==> src/rtl/counter_seq_checker_sat_counter.sv <==
// Saturating incrementer with synchronous clear. When clear and inc arrive
// together the clear is applied first, so the result is 1.
module sat_counter #(
  parameter int W = 8
) (
  input  logic         clock,
  input  logic         reset,
  input  logic         clear,
  input  logic         inc,
  output logic [W-1:0] value
);

  // Count increments, sticking at all-ones; clear wins over the held value.
  always_ff @(posedge clock or negedge reset) begin
    if (!reset) begin
      value <= '0;
    end else if (clear) begin
      value <= inc ? W'(1) : '0;
    end else if (inc && (value != '1)) begin
      value <= value + W'(1);
    end
  end

endmodule

==> config.mk <==
export PLATFORM = sky130hd
export DESIGN_NAME = sat_counter
export DESIGN_NICKNAME = d
export VERILOG_FILES = /design/src/rtl/counter_seq_checker_sat_counter.sv
export SDC_FILE = /design/constraint.sdc
export NUM_CORES = 1
export LEC_CHECK = 0
export CORE_AREA = 2 2 39 41
export CTS_CLUSTER_DIAMETER = 100
export DETAILED_ROUTE_END_ITERATION = 10
export DIE_AREA = 0 0 41 43
export PLACE_DENSITY_LB_ADDON = 0.08
export SYNTH_ARGS = -nofsm -noshare
export SYNTH_HDL_FRONTEND = slang
export SYNTH_SLANG_ARGS = --single-unit
export TNS_END_PERCENT = 100
==> constraint.sdc <==
create_clock -name clock -period 2.9 [get_ports clock]
set_input_delay 0.58 -clock clock [delete_from_list [all_inputs] [get_ports clock]]
set_output_delay 0.58 -clock clock [all_outputs]
set_load 0.01 [all_outputs]
==> metrics <==
Crit path max-delay family buffers and inverters; YS warnings 0; DR WL/cell 13.85 um; critical path depth 1; H-Tree Depth 1; count leader, synth dfrtp_1; Design Area, Final 614.3 sq um; Diodes inserted 0; Die W 41 um; clock power share 36.7%; Tightest Pin Transition 0.3938 ns; final wirelength 1039 um; # port buffers 11; drt first pass iters 3; Starting Density 34.18%; global-route wire length before repair 1669 um; Crit. End Element primary output; EDFF count, synth 0; routability-driven placement congestion ratio 0.7334; largest net degree at the start of global routing 12; Slowest-stage cell, CP clkdlybuf4s50_1; clock tree buffer depth 2; CP peak stage delay 0.59 ns; Yosys reg bits 8; CP cell instances clkdlybuf4s50_1; final setup violating endpoints 0; Post-DP HPWL 744.4 um; Final Max Slew Viols 0; share of the synthesized area in the top cell type 42.33%; sw frac 25.31%; Worst EP arrival 1.34 ns; synth top area cells dfrtp_1, a21oi_1, nand2b_1, a2111oi_2, and3_1; CTS tree yes; part of the power in registers 50.5%; # rows 14; worst r2r src value[0]$_DFFE_PN0P_; worst path bufs/invs 1; Async SR Flop Fraction 100.0%; Critical Path Sink value[3]; DRC viols 0; area grow syn2layout 29.89%; outcome complete, no violations; period utilization 66.19%; Crit Path Category reg -> out; Comb pwr share 12.8%; headroom to the max-slew limit 73.66%; DR vias 417; Worst Path Required 2.32 ns; nets 66; max-cap viol count 0; Leak Pwr 0.2421 nW; Fin. Hold Viols 0; antenna violations before repair 0; syn nets 52; critical path peak fanout 10; crit path launch type register; Most used DFF post-synth dfrtp_1; largest registers value (8); Most flops, register value; Remaining Overflow, GRT 0; hold buffers post-CTS 0; Root Buffer clkbuf_4; ANT nets after route 0; clk sinks 8; CTS clk-pin slew, worst paths 0.06 ns; Internal Power 0.0001803 W; maximum vdd drop 0.0002026 V; synthesized area 473.0 sq um; post-DR vias/cell 5.560; FILL cells 148; Clock Latency Late Sink 0.26 ns; I/O pin count 12; Worst Hold Slack 0.6108 ns; synthesized area per cell 10.06 sq um; max reg flops 8; worst r2r path cells 4; r2r setup slk 1.40 ns; fmax 521.0 MHz; Reg-to-Reg End value[5]$_DFFE_PN0P_; sequential-to-total area share from yosys stat 42.33%; largest area contributor in the netlist dfrtp_1; Psw 0.00006109 W; post_cts resized 0; Syn Inst Count 47; final period demand of the worst path 1.920 ns; Final TNS setup 0 ns; Worst Setup SP value[3]$_DFFE_PN0P_; TritonCTS Buffers 3; vias in the first global route 372; Die ar. 1763 sq um; Post-synth top cells dfrtp_1, a21oi_1, nand2b_1; Distinct cells, synth 27; Hold Crit Class in -> async; clk_skew 0.005974 ns; Tot GR Track Use 14.55%; RSZ-0062 raised after global routing no; share of cells above drive strength 1 13.56%; Post-CTS Setup Bufs 0; Placed Area 591.8 sq um; Pwr Density 392.9 nW/um^2; Iteration-0 DRC Markers 4; die height 43 um; core area 1384 sq um
routing by layer:
| metal | part of all wire, % | track usage [%] | vias up |
|---|---|---|---|
| li1 | - | - | 208 |
| met1 | 48 | 19.02 | 194 |
| met2 | 45 | 20.31 | 11 |
| met3 | 4.1 | 3.141 | 4 |
| met4 | 2.6 | 10.00 | 0 |
| met5 | 0 | 0 | - |
power groups by stage:
stage	Combinational, W	Clock, W	Sequential (W)
2_1_floorplan	0.0000121	0	0.000125
3_3_place_gp	0.0000317	0	0.000124
3_5_place_dp	0.0000316	0	0.000124
4_1_cts	0.0000318	0.0000902	0.000122
5_1_grt	0.0000345	0.0000969	0.000123
6_report	0.0000308	0.0000886	0.000122
cell type report:
| type | instances | area, sq um | area share, % |
|---|---|---|---|
| Sequential cell | 8 | 200.2 | 32.59 |
| Timing Repair Buffer | 11 | 110.1 | 17.92 |
| Clock buffer | 3 | 22.52 | 3.666 |
| Tap cell | 16 | 20.02 | 3.259 |
| Multi-Input combinational cell | 35 | 254.0 | 41.34 |
| Inverter | 2 | 7.507 | 1.222 |
cells by family after synthesis:
logic type,Yosys count,share of synthesized area [%]
simple gates,18,25.66
buf+inv,4,3.969
fa+ha+maj,1,2.645
mux,1,2.116
flops,8,42.33
compound gates,15,23.28
worst min path at each step:
stage / start / endpoint / slack (ns) / cells after the start
finish: reset / value[4]$_DFFE_PN0P_ / 0.61 / 1
detailed placement: value[1]$_DFFE_PN0P_ / value[1]$_DFFE_PN0P_ / 0.61 / 2
floorplan: reset / value[0]$_DFFE_PN0P_ / 0.28 / 0
CTS: reset / value[4]$_DFFE_PN0P_ / 0.62 / 1
global placement: value[1]$_DFFE_PN0P_ / value[1]$_DFFE_PN0P_ / 0.61 / 2
global route: reset / value[4]$_DFFE_PN0P_ / 0.64 / 1
cells in the final DEF, fill, tap and decap left out, types with 2 or more instances in the layout:
| cell | count |
|---|---|
| clkdlybuf4s50_1 | 11 |
| dfrtp_1 | 8 |
| a21oi_1 | 5 |
| nand2b_1 | 4 |
| nand2_1 | 3 |
| clkbuf_4 | 3 |
| and3_1 | 2 |
| inv_1 | 2 |
| or3_1 | 2 |
| o21ai_0 | 2 |
through the flow:
| stage | power [W] | worst slack, ns | utilization [%] | cells |
|---|---|---|---|---|
| finish | 0.0002414 | 0.9804 | 44.39 | 75 |
| global route | 0.0002543 | 0.9238 | 44.39 | 75 |
| CTS | 0.0002443 | 0.9590 | 44.39 | 75 |
| detailed placement | 0.0001559 | 0.9785 | 42.77 | 72 |
| global placement | 0.0001562 | 0.9885 | 42.77 | 72 |
| floorplan | 0.0001367 | 1.473 | - | 47 |
Note: power is estimated with default switching activity, not from simulation.
